`src/rtl/main_control_fsm_pkg.sv`:
```
// main_control_fsm_pkg: opcodes, ALU/mux select encodings and controller state set
package main_control_fsm_pkg;

    localparam logic [5:0] OP_RTYPE = 6'b000000;
    localparam logic [5:0] OP_LW    = 6'b100011;
    localparam logic [5:0] OP_SW    = 6'b101011;
    localparam logic [5:0] OP_BEQ   = 6'b000100;
    localparam logic [5:0] OP_ADDI  = 6'b001000;
    localparam logic [5:0] OP_J     = 6'b000010;

    // Shared with the downstream ALU control unit
    localparam logic [1:0] ALU_ADD   = 2'b00;
    localparam logic [1:0] ALU_SUB   = 2'b01;
    localparam logic [1:0] ALU_FUNCT = 2'b10;

    localparam logic [1:0] SRCB_REG    = 2'b00;
    localparam logic [1:0] SRCB_FOUR   = 2'b01;
    localparam logic [1:0] SRCB_IMM    = 2'b10;
    localparam logic [1:0] SRCB_IMM_SH = 2'b11;

    localparam logic [1:0] PC_ALU    = 2'b00;
    localparam logic [1:0] PC_ALUOUT = 2'b01;
    localparam logic [1:0] PC_JUMP   = 2'b10;

    typedef enum logic [3:0] {
        S_IDLE, S_FETCH, S_DECODE, S_MEMADR, S_MEMRD, S_MEMWB, S_MEMWR,
        S_EXEC, S_ALUWB, S_BRANCH, S_ADDIEX, S_ADDIWB, S_JUMP
    } state_e;

    function automatic logic is_legal(input logic [5:0] op);
        return op == OP_RTYPE || op == OP_LW || op == OP_SW ||
               op == OP_BEQ || op == OP_ADDI || op == OP_J;
    endfunction

endpackage

```
`src/rtl/main_control_fsm.sv`:
```
// main_control_fsm: multicycle main controller sequencing fetch/decode/execute/memory/writeback
module main_control_fsm
    import main_control_fsm_pkg::*;
(
    input  logic       clk,
    input  logic       rst_n,
    input  logic [5:0] opcode,
    input  logic       mem_ready,
    output logic [1:0] ALUcontrol,
    output logic       ALUSrcA,
    output logic [1:0] ALUSrcB,
    output logic [1:0] PCSrc,
    output logic       PCWrite,
    output logic       Branch,
    output logic       IorD,
    output logic       MemRead,
    output logic       MemWrite,
    output logic       IRWrite,
    output logic       RegDst,
    output logic       MemtoReg,
    output logic       RegWrite,
    output logic       illegal_op
);

    state_e state_q, state_d;

    always_ff @(posedge clk) begin
        if (!rst_n) state_q <= S_IDLE;
        else        state_q <= state_d;
    end

    always_comb begin
        state_d = S_FETCH;
        case (state_q)
            S_FETCH:  state_d = mem_ready ? S_DECODE : S_FETCH;
            S_DECODE: begin
                case (opcode)
                    OP_LW, OP_SW: state_d = S_MEMADR;
                    OP_RTYPE:     state_d = S_EXEC;
                    OP_BEQ:       state_d = S_BRANCH;
                    OP_ADDI:      state_d = S_ADDIEX;
                    OP_J:         state_d = S_JUMP;
                    default:      state_d = S_FETCH;
                endcase
            end
            S_MEMADR: state_d = (opcode == OP_LW) ? S_MEMRD : S_MEMWR;
            S_MEMRD:  state_d = mem_ready ? S_MEMWB : S_MEMRD;
            S_MEMWR:  state_d = mem_ready ? S_FETCH : S_MEMWR;
            S_EXEC:   state_d = S_ALUWB;
            S_ADDIEX: state_d = S_ADDIWB;
            default:  state_d = S_FETCH;
        endcase
    end

    // Moore decode; only FETCH's PC/IR loads look at mem_ready so each is loaded once
    always_comb begin
        ALUcontrol = ALU_ADD;
        ALUSrcA    = 1'b0;
        ALUSrcB    = SRCB_REG;
        PCSrc      = PC_ALU;
        PCWrite    = 1'b0;
        Branch     = 1'b0;
        IorD       = 1'b0;
        MemRead    = 1'b0;
        MemWrite   = 1'b0;
        IRWrite    = 1'b0;
        RegDst     = 1'b0;
        MemtoReg   = 1'b0;
        RegWrite   = 1'b0;
        illegal_op = 1'b0;
        case (state_q)
            S_FETCH: begin
                MemRead = 1'b1;
                ALUSrcB = SRCB_FOUR;
                IRWrite = mem_ready;
                PCWrite = mem_ready;
            end
            S_DECODE: begin
                ALUSrcB    = SRCB_IMM_SH;
                illegal_op = !is_legal(opcode);
            end
            S_MEMADR, S_ADDIEX: begin
                ALUSrcA = 1'b1;
                ALUSrcB = SRCB_IMM;
            end
            S_MEMRD: begin
                MemRead = 1'b1;
                IorD    = 1'b1;
            end
            S_MEMWB: begin
                RegWrite = 1'b1;
                MemtoReg = 1'b1;
            end
            S_MEMWR: begin
                MemWrite = 1'b1;
                IorD     = 1'b1;
            end
            S_EXEC: begin
                ALUSrcA    = 1'b1;
                ALUcontrol = ALU_FUNCT;
            end
            S_ALUWB: begin
                RegWrite = 1'b1;
                RegDst   = 1'b1;
            end
            S_BRANCH: begin
                ALUSrcA    = 1'b1;
                ALUcontrol = ALU_SUB;
                PCSrc      = PC_ALUOUT;
                Branch     = 1'b1;
            end
            S_ADDIWB: RegWrite = 1'b1;
            S_JUMP: begin
                PCSrc   = PC_JUMP;
                PCWrite = 1'b1;
            end
            default: ;
        endcase
    end

endmodule
```
`config.mk`:
```
export PLATFORM = sky130hd
export DESIGN_NAME = main_control_fsm
export DESIGN_NICKNAME = d
export VERILOG_FILES = /design/src/rtl/main_control_fsm_pkg.sv /design/src/rtl/main_control_fsm.sv
export SDC_FILE = /design/constraint.sdc
export NUM_CORES = 1
export LEC_CHECK = 0
export CORE_UTILIZATION = 25
export DETAILED_ROUTE_END_ITERATION = 8
export GPL_TIMING_DRIVEN = 0
export HOLD_SLACK_MARGIN = 0.12
export PLACE_DENSITY_LB_ADDON = 0.08
export SLEW_MARGIN = 0
export SYNTH_ARGS = -nofsm -noshare
export SYNTH_HDL_FRONTEND = slang
export SYNTH_SLANG_ARGS = --single-unit
```
`constraint.sdc`:
```
create_clock -name clk -period 1.5 [get_ports clk]
set_input_delay 0.15 -clock clk [delete_from_list [all_inputs] [get_ports clk]]
set_output_delay 0.15 -clock clk [all_outputs]
set_load 0.01 [all_outputs]
```
# After elaboration in Yosys (flattened, before gate mapping)
# Cells that the tools add are included.
# word_totals
reg_bits	4
input_bits	9
# classes
eq_ne	17
muxes	20
reduce_logical	13
# op_table
operator	count
one-hot mux 4 bit (7 select lines)	1
equality test 4 bit (second input constant)	5
one-hot mux 4 bit (5 select lines)	1
equality test 4 x 3 -> 1 bit (second input constant)	4
equality test 6 bit (second input constant)	2
2-to-1 mux 1 bit	11
equality test 4 x 2 -> 1 bit (second input constant)	2
one-hot mux 2 bit (2 select lines)	2
OR reduction 2 bit	4
equality test 6 x 2 -> 1 bit (second input constant)	1
equality test 6 x 3 -> 1 bit (second input constant)	1
equality test 6 x 4 -> 1 bit (second input constant)	1
logical NOT 6 bit	1
one-hot mux 2 bit (3 select lines)	1
logical OR 1 bit	5
equality test 4 x 1 -> 1 bit (second input constant)	1
2-to-1 mux 2 bit	2
OR reduction 4 bit	1
2-to-1 mux 3 bit	1
OR reduction 3 bit	1
one-hot mux 1 bit (2 select lines)	1
logical NOT 1 bit	1

# Logic depth before layout (Yosys ltp)
# Gate-level depths: netlist (run 1).
# depth
ltp_word	8
ltp_mapped	5
ltp_nobuf	4

# Least setup slack after synthesis (run 1)
# No wires, ideal clock.
# synth_timing
kind	reg-to-output
startpoint	register state_q[0]
endpoint	output port PCWrite
arrival_ns	1.230
required_time_ns	1.350
path_slack_ns	0.120
stages_incl_launch_ff	5
n_path_buf	1
cell_sequence	dfxtp_1 buf_6 nand2b_1 nor3b_1 or2_1
# synth_between
elab_chain_len	2
# synth_lines
item	line	source
start, declared	main_control_fsm.sv:25	state_e state_q, state_d;
start signal, assigned	main_control_fsm.sv:29	else state_q <= state_d;
equality test 4 bit / equality test 4 x 1 -> 1 bit (equally long branches)	main_control_fsm.sv:71	case (state_q)
one-hot mux 1 bit (2 select lines) *	main_control_fsm.sv:71	
end, declared	main_control_fsm.sv:13	output logic PCWrite,
# Mark *: on every way between the ends. The rest lies on a longest branch, timed or not.

# Worst setup path in the final report (run 1)
# layout_timing
startpoint	register state_q[0]
endpoint	output port illegal_op
# layout_between
elab_chain_len	2
# layout_lines
item	line	source
equality test 4 x 2 -> 1 bit	main_control_fsm.sv:71	
2-to-1 mux 1 bit	main_control_fsm.sv:71	
end, declared	main_control_fsm.sv:22	output logic illegal_op
# No other way between the ends.

==> metrics.cfg, run 1 <==
[grt]
grt_use_met1_pct=23.0
overflow=0
gr-usage-all-layers_pct=18.6
grt_pass1_vias=647
met3_usage_pct=2.64
antenna_found_initial=0
met2_usage_pct=34.1
top_usage_layer=met2
grt_max_degree=11
grt_pass1_wl_mm=2.97

[finish]
layoutNonFillerInstCount=149
fillCellCount=196
largest_registers=state_q: 4 flops
largest_reg_flops=4
multi_input_area_sq_um=512
seq_area_sq_um=92.6
largest_register=state_q
final_util_pct=56.8
nets=133
layout-drive-gt1-share_pct=51.6
antenna_cells=0
syn_to_final_growth_pct=112

[floorplan]
start_util_pct=26.7
die_x_um=47.8
die_height_um=47.8
ios=26
fp.coreArea_sq_mm=0.00196
rows=16
die_area_sq_mm=0.00228

[route]
vias_per_cell=4.92
wirelength_mm=1.87
vias=733
drcViolationCount=0
ant_nets=0
wl_per_cell_um=12.6
firstDrtPassIters=4
drt_iter0_drc=3

[placement]
gp_congestion=0.716
port_buffers=25
place_inst=128
hpwlAfterDp_mm=1.22

[synth]
yosysTopAreaCell=dfxtp_1
synth_fp_nets=85
postSynthAreaPerCell_sq_um=6.90
synth.distinct_cells=34
synthCells=76
syn_area_sq_um=524
yosys_warnings=0
ys_seq_area_share_pct=15.3
synth_top_area_share_pct=15.3
ys_ff_latch=4
synth_area_leaders=dfxtp_1 (15%), nor2_1 (10%), a21oi_1 (7.6%), nand2b_4 (5.3%), nand2b_1 (4.8%)

[timing]
tns_ns=-0.0889
drv_slew=0
slew_headroom_pct=68.8
post-route-min-period_ns=1.55
hold_violations=0
clock.fmax_mhz=646
finalClockSkew_ns=0.00479
post-route-period-util_pct=103
setup_viol=2
worst_pin_slew_ns=0.461
layout_setup_ws_ns=-0.0486
rsz0062_at_grt=true

[clock_tree]
clk_latency_ns=0.23
cts_tree=built
numCtsBuffers=3
clock_sinks=4
clkTransAtPathRegs_ns=0.04
root_buffer=clkbuf_4
cts_max_path_buffers=2
htree_num_levels=1

[run_status]
violations=setup timing
status=finished with violations

[worst_setup_path]
start_kind=flop
endpoint_kind=output pin
critPathRequiredTime_ns=1.35
crit_arrival_ns=1.40
reg2reg_slack_ns=0.10
worstSetupPathType=reg2out
path_max_fanout=8

[job]
drv_cap=0

[power_and_ir_drop]
p_leak_uw=0.000498
irDropWorstVdd_mv=0.270
power.density_mw_per_mm2=390

[worst_hold_path]
hold_class=in2reg

-- final timing paths --
kind | startpoint | endpoint | depth (start not counted)
min | opcode[2] | state_q[2] | 4
max reg2reg | state_q[0] | state_q[2] | 6
min reg2reg | state_q[1] | state_q[3] | 4
max | state_q[0] | illegal_op | 5
-- report_power, final --
part	leakage, uW	switching, uW	internal [uW]	total [uW]
registers	0.0000351	3.77	106	110
logic	0.000449	82.7	110	193
clock network	0.0000138	41.7	89.4	131
-- cells in the mapped netlist, drive strengths merged --
| master | n |
|---|---|
| or3b | 1 |
| clkbuf | 3 |
| o21a | 2 |
| o21bai | 1 |
| buf | 2 |
| o22ai | 1 |
| nand2 | 6 |
| dfxtp | 4 |
| nor2b | 2 |
| o21ai | 4 |
| o211ai | 1 |
| xor2 | 2 |
| a21boi | 2 |
| nor3 | 2 |
| nor3b | 1 |
| o311ai | 1 |
| a41oi | 1 |
| o2111ai | 1 |
| or4 | 1 |
| nor4b | 1 |
| a21o | 1 |
| inv | 1 |
| nand3 | 3 |
| or3 | 1 |
| nor2 | 14 |
| nand2b | 6 |
| o311a | 1 |
| a31oi | 1 |
| or2 | 1 |
| a21oi | 8 |
-- final cells by class --
cell class / count / area share (%)
timing repair buffer: 43 / 33.9
inverter: 1 / 0.337
sequential: 4 / 8.31
buffer: 5 / 6.40
multi-input combinational: 66 / 46.0
tap: 27 / 3.03
clock buffer: 3 / 2.02
-- cell usage in the layout, fill, tap and decap left out, types with 2 or more instances in the layout --
master and count:
buf_4 15, nor2_1 11, dlygate4sd2_1 8, a21oi_1 7
nand2_1 5, clkdlybuf4s50_1 5, clkbuf_2 5, buf_6 4
nand2b_4 4, clkbuf_8 3, nor2_4 3, o21ai_0 3
clkbuf_4 3, buf_2 3, dfxtp_4 3, nand2b_1 2
o21a_1 2, xor2_1 2, nand3_1 2, dlymetal6s2s_1 2
buf_12 2
-- stage by stage --
step	power (uW)	setup slack (ns)	area, sq um	hold slack (ns)
after floorplan	181	0.120	524	0.275
after global placement	247	-0.421	808	0.727
after detailed placement	248	-0.430	808	0.723
after CTS	416	-0.103	1040	0.554
after global routing	470	-0.116	1110	0.518
final	434	-0.0486	1110	0.496
-- layer usage --
| metal | vias to the layer above | routed length, um |
|---|---|---|
| met4 | 0 | 36 |
| met3 | 4 | 95 |
| met1 | 330 | 738 |
| li1 | 374 | - |
| met2 | 25 | 1000 |
| met5 | - | 0 |
-- worst max-delay path: stages (launching register included) --
cell and delay, ns:
dfxtp_2 0.33, buf_6 0.14, nand2b_4 0.17, nor3_4 0.23, o311a_4 0.22, buf_6 0.09
-- what timing repair did --
action                                  in CTS  in global routing
buffers inserted                            12                  5
endpoints found under the setup margin      18                 12
cloned                                       1                  0
hold buffers                                 0                  0
gates resized for setup                     70                 20
pin swaps                                    4                  5
-- cell families after synthesis --
| family | synth area share, % |
|---|---|
| flops | 15.3 |
| simple gates | 42.5 |
| xor+xnor | 3.34 |
| buf+inv | 6.44 |
| compound gates | 32.5 |
Note: power is estimated with default switching activity, not from simulation.
==> run 2: changes to the inputs <==
--- a/config.mk
+++ b/config.mk
@@ -10,7 +10,7 @@
 export GPL_TIMING_DRIVEN = 0
 export HOLD_SLACK_MARGIN = 0.12
 export PLACE_DENSITY_LB_ADDON = 0.08
-export SLEW_MARGIN = 0
+export SLEW_MARGIN = 30
 export SYNTH_ARGS = -nofsm -noshare
 export SYNTH_HDL_FRONTEND = slang
 export SYNTH_SLANG_ARGS = --single-unit
==> results of run 2 <==
No change in the layout: final DEF, timing and power equal those of run 1.
